`src/rtl/gpo_seg7_scan.sv`:
```
// rtl/gpo_seg7_scan.sv - multiplexed 7-segment scanner for the 32-bit GPO value
module gpo_seg7_scan #(
    parameter int NUM_DIGITS     = 8,
    parameter int SCAN_DIV       = 50000,
    parameter int BLANK_CYCLES   = 500,
    parameter int SEG_ACTIVE_LOW = 1,
    parameter int AN_ACTIVE_LOW  = 1
) (
    input  logic                  clk,
    input  logic                  rst_n,
    input  logic [31:0]           gpo_in,
    input  logic [7:0]            dp_in,
    input  logic [7:0]            digit_en,
    output logic [6:0]            seg_out,
    output logic                  dp_out,
    output logic [NUM_DIGITS-1:0] an_out,
    output logic                  frame_tick
);

    localparam int                    CNT_W     = (SCAN_DIV > 1) ? $clog2(SCAN_DIV) : 1;
    localparam logic [CNT_W-1:0]      CNT_LAST  = CNT_W'(SCAN_DIV - 1);
    localparam logic [CNT_W-1:0]      CNT_BLANK = CNT_W'(BLANK_CYCLES);
    localparam logic [2:0]            IDX_LAST  = 3'(NUM_DIGITS - 1);
    localparam logic                  SEG_INV   = (SEG_ACTIVE_LOW != 0);
    localparam logic                  AN_INV    = (AN_ACTIVE_LOW != 0);
    localparam logic [NUM_DIGITS-1:0] AN_OFF    = {NUM_DIGITS{AN_INV}};
    localparam logic [6:0]            SEG_OFF   = {7{SEG_INV}};

    typedef enum logic {ST_BLANK, ST_SHOW} state_t;

    logic [CNT_W-1:0]      cnt_q, cnt_d;
    logic [2:0]            idx_q, idx_d;
    state_t                state_q, state_d;
    logic [31:0]           snap_q, snap_d;
    logic [7:0]            snap_dp_q, snap_dp_d;
    logic                  tick_q, tick_d;
    logic [NUM_DIGITS-1:0] an_q, an_d;
    logic [6:0]            seg_q, seg_d;
    logic                  dp_q, dp_d;

    logic                  cnt_wrap;
    logic                  frame_start;
    logic                  show;
    logic [7:0]            onehot;
    logic [3:0]            nibble;

    function automatic logic [6:0] hex7(input logic [3:0] v);
        case (v)
            4'h0: hex7 = 7'h3F;
            4'h1: hex7 = 7'h06;
            4'h2: hex7 = 7'h5B;
            4'h3: hex7 = 7'h4F;
            4'h4: hex7 = 7'h66;
            4'h5: hex7 = 7'h6D;
            4'h6: hex7 = 7'h7D;
            4'h7: hex7 = 7'h07;
            4'h8: hex7 = 7'h7F;
            4'h9: hex7 = 7'h6F;
            4'hA: hex7 = 7'h77;
            4'hB: hex7 = 7'h7C;
            4'hC: hex7 = 7'h39;
            4'hD: hex7 = 7'h5E;
            4'hE: hex7 = 7'h79;
            default: hex7 = 7'h71;
        endcase
    endfunction

    always_ff @(posedge clk or negedge rst_n) begin
        if (!rst_n) begin
            cnt_q     <= '0;
            idx_q     <= '0;
            state_q   <= ST_BLANK;
            snap_q    <= '0;
            snap_dp_q <= '0;
            tick_q    <= 1'b0;
            an_q      <= AN_OFF;
            seg_q     <= SEG_OFF;
            dp_q      <= SEG_INV;
        end else begin
            cnt_q     <= cnt_d;
            idx_q     <= idx_d;
            state_q   <= state_d;
            snap_q    <= snap_d;
            snap_dp_q <= snap_dp_d;
            tick_q    <= tick_d;
            an_q      <= an_d;
            seg_q     <= seg_d;
            dp_q      <= dp_d;
        end
    end

    // State follows the next counter value so SHOW coincides with cnt >= BLANK_CYCLES.
    always_comb begin
        cnt_wrap    = (cnt_q == CNT_LAST);
        cnt_d       = cnt_wrap ? '0 : cnt_q + 1'b1;
        idx_d       = idx_q;
        if (cnt_wrap) begin
            idx_d = (idx_q == IDX_LAST) ? 3'd0 : idx_q + 3'd1;
        end
        state_d = state_q;
        case (state_q)
            ST_BLANK: if (cnt_d == CNT_BLANK) state_d = ST_SHOW;
            default:  if (cnt_wrap)           state_d = ST_BLANK;
        endcase
        frame_start = (idx_q == 3'd0) && (cnt_q == '0);
        snap_d      = frame_start ? gpo_in : snap_q;
        snap_dp_d   = frame_start ? dp_in  : snap_dp_q;
        tick_d      = frame_start;
    end

    always_comb begin
        show   = (state_q == ST_SHOW) && digit_en[idx_q];
        onehot = 8'd1 << idx_q;
        nibble = snap_q[{idx_q, 2'b00} +: 4];
        an_d   = show ? (onehot[NUM_DIGITS-1:0] ^ AN_OFF) : AN_OFF;
        seg_d  = (show ? hex7(nibble) : 7'h00) ^ SEG_OFF;
        dp_d   = (show & snap_dp_q[idx_q]) ^ SEG_INV;
    end

    assign an_out     = an_q;
    assign seg_out    = seg_q;
    assign dp_out     = dp_q;
    assign frame_tick = tick_q;

endmodule

```
`config.mk`:
```
export PLATFORM = sky130hd
export DESIGN_NAME = gpo_seg7_scan
export DESIGN_NICKNAME = d
export VERILOG_FILES = /design/src/rtl/gpo_seg7_scan.sv
export SDC_FILE = /design/constraint.sdc
export NUM_CORES = 1
export LEC_CHECK = 0
export CAP_MARGIN = 10
export CORE_ASPECT_RATIO = 0.7
export CORE_UTILIZATION = 40
export CTS_CLUSTER_DIAMETER = 50
export CTS_CLUSTER_SIZE = 25
export DETAILED_ROUTE_END_ITERATION = 10
export DONT_BUFFER_PORTS = 1
export PLACE_DENSITY = 0.56
export SLEW_MARGIN = 20
export SYNTH_ARGS = -nofsm -noshare
export SYNTH_HDL_FRONTEND = slang
export SYNTH_SLANG_ARGS = --single-unit
```
`constraint.sdc`:
```
create_clock -name clk -period 2.3 [get_ports clk]
set_input_delay 0.23 -clock clk [delete_from_list [all_inputs] [get_ports clk]]
set_output_delay 0.23 -clock clk [all_outputs]
set_load 0.05 [all_outputs]
```
==> After elaboration in Yosys (flattened, before gate mapping) <==
Memories as Yosys holds them, arrays and structs flattened.
Cells that the tools add are included.
{ "op_classes": {"n_addsub": 2, "magnitude_cmp": 1, "n_eq_ne": 3, "n_shift": 2, "mux": 11, "n_bitwise": 4, "reduce_logical": 4} }
{ "ops": {"columns": ["op", "count"], "rows": [
  ["32-bit by 6-bit indexed part select with 4-bit output", 1],
  ["16-bit by 1-bit adder with 16-bit output, second input constant", 1],
  ["16-bit equality test, second input constant", 1],
  ["16-bit by 9-bit equality test with 1-bit output, second input constant", 1],
  ["16-bit zero test", 1],
  ["16-bit two-way mux", 1],
  ["8-bit two-way mux", 1],
  ["8-bit inverter", 1],
  ["1-bit by 3-bit left shift with 8-bit output, first input constant", 1],
  ["7-bit two-way mux", 1],
  ["7-bit inverter", 1],
  ["1-bit binary-select mux with 3-bit select", 2],
  ["1-bit two-way mux", 5],
  ["3-bit by 4-bit < comparator with 1-bit output, second input constant", 1],
  ["3-bit by 1-bit adder with 3-bit output, second input constant", 1],
  ["3-bit equality test, second input constant", 1],
  ["3-bit zero test", 1],
  ["3-bit two-way mux", 1],
  ["1-bit logical AND", 2],
  ["1-bit bitwise AND", 1],
  ["1-bit inverter", 1]
]} }
{ "totals": {"register_bits": 77, "mem_bits_ro": 112, "inputBits": 50, "out_inout_bits": 17, "wordCells": 37, "n_memories": 1} }
{ "memory_table": {"columns": ["name", "depth", "width", "rd", "rd_ports_with_merged_regs", "write_ports", "line_no", "source"], "rows": [
  ["(no name shown)", 16, 7, 1, 0, 0, "48", "case (v)"]
]} }

==> Longest topological paths before layout <==
Gate-level depths: netlist of the first run.
{ "depth": {"word_depth": 5, "mapped_depth": 10} }

==> Worst setup path after synthesis of the first run <==
OpenSTA, ideal clock, no wires.
{ "synth_timing": {"path_type": "register -> register", "from": "register idx_q[0]", "to": "register seg_q[0], in the netlist seg_out[0]", "setup_time_ps": 93, "t_arrival_ps": 2174, "t_required_ps": 2207, "path_slack_ps": 33, "stages_incl_launch_ff": 11, "path_buffers": 2, "synth_period_minus_slack_ps": 2267, "path_cell_list": "dfrtp_1 -> buf_6 -> buf_12 -> mux4_1 -> nand2_1 -> and2_2 -> inv_1 -> ha_1 -> or3b_1 -> o21ai_0 -> o21ai_1"} }
{ "synth_via": {"elab_chain_cells": 5, "elab_cells_between_ends": 7} }
{ "synth_lines": {"columns": ["item", "line_no", "source"], "rows": [
  ["from (decl)", "32", "logic [2:0] idx_q, idx_d;"],
  ["from (signal assigned)", "81", "idx_q <= idx_d;"],
  ["parallel branches: the longest is 3 deep, another holds memory read 16 x 7 bit", null, null],
  ["7-bit two-way mux (*)", "116", "seg_d = (show ? hex7(nibble) : 7'h00) ^ SEG_OFF;"],
  ["7-bit inverter (no line) (*)", null, null],
  ["named net seg_d[0]", "38", "logic [6:0] seg_q, seg_d;"],
  ["to (signal assigned)", "87", "seg_q <= seg_d;"],
  ["to (decl)", "38", null]
]} }
Mark *: on every way through the listed nets, which the timed path passes. The select of a mux whose other input is x is not followed.
A chain may end at the register's enable or synchronous reset.

==> Worst setup path in the final report of the first run <==
{ "layout_timing": {"from": "register idx_q[0]", "to": "register seg_q[3], in the netlist seg_out[3]"} }
Same word-level chain as after synthesis.

==> summary.txt, run 1 <==
Route
  • Detailed Routing Iterations Pass 1: 4
  • Drt initial violations: around 150
  • DR vias/cell: between 5 and 6
  • Routed wire length: about 8000 um
  • DR DRC count: 0
  • Final antenna-violating net count: 0
  • Vias post-DR: between 2000 and 2500
  • Wire length per cell: roughly 18 um

Worst hold path
  • Hold path endpoint: snap_q[21]$_DFFE_PN0P_
  • Hold crit path type: in -> reg
  • Hold_sp: gpo_in[21]
  • Worst hold stages: 1

Placement
  • RePlAce Congestion: around 0.86
  • DP Wirelength: just under 6000 um
  • Port Buffers: 0
  • Placed inst area: approximately 4100 um^2

Critical path
  • Req. time, crit path: about 2600 ps
  • Critical path, cell by cell: mux4_2, mux2_4, inv_1, ha_1, o211a_1, o21ai_0
  • CP delay by family, top: multiplexers
  • Worst path bufs/invs: 1
  • Slowest library cell on the worst path: mux4_2
  • Critical Path Max Stage Delay: roughly 520 ps
  • Worst reg2reg path depth: 6
  • Maximum fanout along the worst path: 6
  • Worst EP arrival: 2450 ps
  • WS Path Type: reg -> reg
  • R2R Setup Slk: ~94 ps
  • Worst r2r dst: seg_out[3]$_DFF_PN1_
  • Reg2reg start: idx_q[0]$_DFFE_PN0N_
  • CP Launch Type: flop
  • Crit end category: flop

Floorplanning
  • Initial Util: between 40% and 50%
  • I/O pin total: 67
  • Die height: between 80 and 90 um
  • Site Rows: 29
  • Core footprint: a little over 9000 um^2
  • Die X: 120 um
  • Die area: just over 10000 um^2

Logic synthesis
  • Library cells used by synthesis: between 40 and 50
  • Post-synth ARST share: 100%
  • Mapped Cells: 307
  • Synthesized area per cell: ~13 um^2
  • Post-synth EDFFs: 0
  • Post-synth top area share: between 30% and 40%
  • Mapped Nets: about 370
  • Netlist Area Pre-Place: 3920 um^2
  • Leading area contributor after synthesis: dfrtp_1
  • Synth warn: 0
  • Yosys reg bits: between 70 and 80
  • Seq/Total Area, Yosys: between 40% and 50%
  • Main flop type after synthesis: dfrtp_1
  • Synth top area cells: dfrtp_1 (39%), mux2_2 (12%), dfstp_2 (11%)

Timing
  • Clock Skew: between 7 and 8 ps
  • Final Hold Fails: 0
  • Fmax achieved: around 450 MHz
  • Max-slew violations: 0
  • Unrepaired setup endpoints after global routing: no
  • Period utilisation layout: 95.9%
  • Minimum clock period after layout: between 2000 and 2500 ps
  • Min Hold Slack: 25.6 ps
  • Slew HR: approximately 71%
  • Worst Tran Pin Value: roughly 440 ps
  • Final Setup Violations: 0

GRT
  • Largest net degree at the start of global routing: roughly 80
  • Initial antenna violation count: 1
  • Vias in the first global route: between 2000 and 2500
  • Gr ovfl total: 0
  • Global-route wire length before repair: approximately 13000 um
  • Gr usage total: between 10% and 20%

Finish
  • Area growth, synth to finish: 13.3%
  • Number of antenna repair diodes: 0
  • Final Util: 47.8%
  • Layout Nets: between 300 and 400
  • # fillers: ~860
  • Fin area: approximately 4400 um^2
  • FF/Latch Area: 1950 um^2
  • Share of layout cells above drive strength 1: between 30% and 40%
  • Multi-input gate area: ~1800 um^2

Run
  • Maxcap violations: 0

Run status
  • Status: finished, final reports clean

CTS
  • H-tree depth: 3
  • CTS root buffer: clkbuf_16
  • CTS tree: yes
  • Worst skew pair latency: 340 ps
  • Clock Sinks: 77
  • CTS buffer count: 9
  • Clk buf depth: 2
  • Clock transition at path regs: approximately 60 ps

Pwr
  • Pwr/cell area: ~700 nW/um^2
  • Leakage: between 1.5 and 2 nW
  • Total Power: just over 3 mW
  • Max IR drop VDD: between 0.4 and 0.5 mV
sequential cells by signal, summed over array words and instances, names as in the netlist, 3 cells and up:
register,flops
seg_out,7
idx_q,3
snap_dp_q,8
an_out,8
cnt_q,16
snap_q,32
cell type report:
type	instances	share of cell area [%]
clock buffers	13	6.37
repair buffers	15	3.32
inverters	11	0.930
well taps	124	3.49
multi-input cells	203	41.1
flip-flops and latches	77	43.9
clock inverters	3	0.901
how the worst max path moves through the flow:
| stage | to | slack, ps | start | depth (start not counted) |
|---|---|---|---|---|
| 3_5_place_dp | seg_out[0]$_DFF_PN1_ | -10 | idx_q[0]$_DFFE_PN0N_ | 8 |
| 4_1_cts | seg_out[0]$_DFF_PN1_ | 60 | idx_q[0]$_DFFE_PN0N_ | 8 |
| 2_1_floorplan | seg_out[0]$_DFF_PN1_ | 30 | idx_q[0]$_DFFE_PN0N_ | 10 |
| 5_1_grt | seg_out[3]$_DFF_PN1_ | 10 | idx_q[0]$_DFFE_PN0N_ | 6 |
| 3_3_place_gp | seg_out[0]$_DFF_PN1_ | 60 | idx_q[0]$_DFFE_PN0N_ | 8 |
| 6_report | seg_out[3]$_DFF_PN1_ | 90 | idx_q[0]$_DFFE_PN0N_ | 6 |
worst reg2reg max path: stages (launching register included):
cell and delay, ps:
dfrtp_2 460, mux4_2 530, mux2_4 330, inv_1 130, ha_1 260, o211a_1 220
o21ai_0 180
cell usage in the layout, fill, tap and decap left out, types with 5 or more instances in the layout:
cell type	instances
buf_4	12
clkbuf_16	11
dfrtp_1	60
dfstp_2	16
ha_1	14
inv_1	10
mux2_2	41
mux4_1	9
nand2_1	27
nand3_1	11
nor2_1	19
nor3_1	7
o21ai_0	7
xnor2_1	5
xor2_1	9
timing repair:
item                                    CTS  global route
hold endpoints to repair                 77             0
hold buffers                              2             0
setup buffers                             0             0
resized for setup                         1             4
endpoints found under the setup margin    2             3
routing by layer:
layer  track usage (%)  up-vias  routed length (um)
met2              23.3       68                3380
met4              5.72        0                  43
met5                 0        -                   0
li1                  -     1118                   -
met3              7.26        4                 642
met1              24.3     1177                3970
cells by family after synthesis:
group / share of synthesized area (%)
and+or+nand+nor: 11.7
DFF: 49.7
muxes: 22.7
buffers and inverters: 4.05
AOI/OAI and AO/OA: 3.93
adders and majority gates: 4.79
xor gates and xnor gates: 3.13
synth_stat cells (all sizes together) (8+ instances only):
| library cell | instances |
|---|---|
| xor2 | 9 |
| o21ai | 9 |
| mux2 | 46 |
| ha | 15 |
| nor3 | 8 |
| nor2 | 20 |
| dfrtp | 61 |
| nand3 | 11 |
| buf | 11 |
| nand2 | 27 |
| mux4 | 12 |
| inv | 11 |
| dfstp | 16 |
where the power goes:
part | switching (mW) | internal [mW]
Sequential | 0.0181 | 1.39
Combinational | 0.0641 | 0.0671
Clock | 0.535 | 0.969
per-stage QoR:
| stage | setup TNS, ps | setup slack (ps) | instances |
|---|---|---|---|
| floorplan | 0 | 32.7 | 307 |
| global placement | 0 | 55.3 | 428 |
| detailed placement | -14.0 | -14.0 | 428 |
| CTS | 0 | 63.8 | 446 |
| global route | 0 | 13.5 | 446 |
| finish | 0 | 94.1 | 446 |
Power figures use the tool's default switching activity.
==> run 2: changes to the inputs <==
--- a/config.mk
+++ b/config.mk
@@ -7,13 +7,14 @@
 export LEC_CHECK = 0
 export CAP_MARGIN = 10
 export CORE_ASPECT_RATIO = 0.7
+export CORE_MARGIN = 1
 export CORE_UTILIZATION = 40
 export CTS_CLUSTER_DIAMETER = 50
 export CTS_CLUSTER_SIZE = 25
 export DETAILED_ROUTE_END_ITERATION = 10
 export DONT_BUFFER_PORTS = 1
 export PLACE_DENSITY = 0.56
-export SLEW_MARGIN = 20
+export SLEW_MARGIN = 0
 export SYNTH_ARGS = -nofsm -noshare
 export SYNTH_HDL_FRONTEND = slang
 export SYNTH_SLANG_ARGS = --single-unit
==> results of run 2 <==
Final layout, timing and power as in run 1 (identical DEF).
==> run 3: changes to the inputs <==
==> constraint.sdc (replaced) <==
create_clock -name clk -period 1.79 [get_ports clk]
set_input_delay 0.179 -clock clk [delete_from_list [all_inputs] [get_ports clk]]
set_output_delay 0.179 -clock clk [all_outputs]
set_load 0.05 [all_outputs]
==> summary.txt, run 3 (synthesis results as in run 1) <==
Timing
  • Slew HR: between 70 and 80%
  • Unrepaired setup endpoints after global routing: yes
  • Minimum clock period after layout: 2140 ps
  • Min Hold Slack: -463 ps
  • Final Hold Fails: slightly below 80
  • Final Setup Violations: 49
  • Total negative setup slack: -13190 ps
  • Clock Skew: 5.80 ps
  • Max-slew violations: 0
  • Fmax achieved: 468 MHz
  • Worst Tran Pin Value: between 400 and 500 ps
  • Period utilisation layout: 119%
  • Worst setup margin: -346 ps

Critical path
  • Worst EP arrival: 2400 ps
  • Reg2reg start: idx_q[0]$_DFFE_PN0N_
  • Slowest library cell on the worst path: mux4_2
  • CP Depth: 7
  • Maximum fanout along the worst path: 6
  • Req. time, crit path: around 2100 ps
  • CP Launch Type: flop
  • CP delay by family, top: multiplexers
  • R2R Setup Slk: -350 ps
  • Worst Setup SP: idx_q[0]$_DFFE_PN0N_
  • Worst reg2reg path depth: 7
  • Worst path bufs/invs: 1
  • Critical path, cell by cell: buf_12, mux4_2, mux2_4, ha_4, or3b_1, o21ai_2, o21ai_1
  • Crit end category: flop
  • WS Path Type: reg -> reg
  • Worst r2r dst: seg_out[0]$_DFF_PN1_
  • Critical Path Max Stage Delay: roughly 500 ps

Route
  • DR DRC count: 0
  • Final antenna-violating net count: 0
  • Wire length per cell: approximately 18 um
  • Detailed Routing Iterations Pass 1: 5
  • Routed wire length: ~10000 um
  • DR vias/cell: roughly 5
  • Vias post-DR: approximately 2800
  • Drt initial violations: 135

Floorplanning
  • Initial Util: 42.2%
  • Site Rows: 29
  • Die X: about 120 um
  • Die height: about 85 um
  • Core footprint: 9290 um^2
  • Die area: between 10000 and 15000 um^2
  • I/O pin total: 67

CTS
  • Clock Sinks: 77
  • CTS buffer count: 9
  • # hold bufs at CTS: 40
  • CTS tree: yes
  • Worst skew pair latency: around 330 ps
  • H-tree depth: 3
  • Clk buf depth: 2
  • CTS root buffer: clkbuf_16
  • Clock transition at path regs: about 60 ps

Finish
  • Area growth, synth to finish: 44.3%
  • Number of flip-flops in the largest register: 32
  • Most flop-heavy register: snap_q
  • # fillers: ~760
  • Layout Nets: approximately 490
  • Share of layout cells above drive strength 1: about half
  • Commonest non-fill, non-tap cells in the layout: buf_4 (69), dfrtp_1 (58), mux2_2 (40), dlygate4sd3_1 (40), nand2_1 (27)
  • Top Registers: snap_q: 32 flops, cnt_q: 16 flops
  • Number of antenna repair diodes: 0
  • Commonest non-fill, non-tap cell in the layout: buf_4

Placement
  • DP Wirelength: 6400 um
  • Port Buffers: 0
  • RePlAce Congestion: just over 0.8

Worst hold path
  • Hold crit path type: in -> async

GRT
  • Vias in the first global route: 2990
  • Largest net degree at the start of global routing: 78
  • Global-route wire length before repair: about 16000 um
  • Initial antenna violation count: 0
  • Gr ovfl total: 0
  • Gr usage total: 20.8%

Pwr
  • Pwr/cell area: around 700 nW/um^2
  • Max IR drop VDD: 0.586 mV
  • Leakage: between 2 and 2.5 nW
  • Total Power: between 4 and 5 mW

Run status
  • Violated checks: negative hold slack, negative setup slack
  • Status: finished with violations

Run
  • Maxcap violations: 0
[run 3: changes by cell type in the layout (fill, tap and decap cells not counted), moves of 3 or more]
cell           previous run  this run
mux4_2                    3         8
o21ai_0                   7         4
buf_4                    12        69
mux4_1                    9         4
inv_1                    10         7
ha_4                      0         5
dlygate4sd3_1             1        40
buf_6                     0         8
ha_1                     14         8
[run 3: layer usage]
metal / global-route usage (%) / vias up / share of wire (%)
met1: 30.5 / 1396 / 49
met3: 5.58 / 10 / 5.1
met4: 5.27 / 0 / 0.64
li1: - / 1344 / -
met5: 0 / - / 0
met2: 30.6 / 83 / 45
[run 3: worst max path at each step]
| stage | to | slack (ps) |
|---|---|---|
| floorplan | seg_out[0]$_DFF_PN1_ | -360 |
| global placement | seg_out[0]$_DFF_PN1_ | -290 |
| detailed placement | seg_out[0]$_DFF_PN1_ | -340 |
| CTS | seg_out[0]$_DFF_PN1_ | -350 |
| global route | seg_out[0]$_DFF_PN1_ | -410 |
| finish | seg_out[0]$_DFF_PN1_ | -350 |
[run 3: layout make-up]
cell class	count	area, um^2	area share, %
clock buffer	11	253	4.47
sequential	77	1950	34.5
inverter	11	43.8	0.774
clock inverter	5	82.6	1.46
tap	124	155	2.74
multi-input combinational	203	1970	34.8
timing repair buffer	125	1200	21.3
[run 3: power breakdown]
part / switching [mW] / leakage, nW / internal [mW]
clock network: 0.715 / 0.166 / 1.30
registers: 0.0260 / 0.911 / 1.79
logic: 0.0831 / 1.33 / 0.168
total: 0.824 / 2.40 / 3.26
[run 3: through the flow]
step / utilization [%] / instance area [um^2] / setup slack [ps] / cells / hold WS, ps
floorplan: - / 3980 / -362 / 307 / -117
global placement: 48.8 / 4530 / -291 / 482 / -113
detailed placement: 48.8 / 4530 / -335 / 482 / -112
CTS: 59.1 / 5490 / -347 / 550 / -471
global route: 60.9 / 5660 / -408 / 556 / -478
finish: 60.9 / 5660 / -346 / 556 / -463
[run 3: repair_timing]
| action | 4_1_cts | 5_1_grt |
|---|---|---|
| buffers inserted | 10 | 2 |
| cloned | 2 | 5 |
| pin swaps | 7 | 7 |
| hold endpoints to repair | 117 | 77 |
| setup endpoints to repair | 57 | 67 |
| gates resized for setup | 30 | 13 |
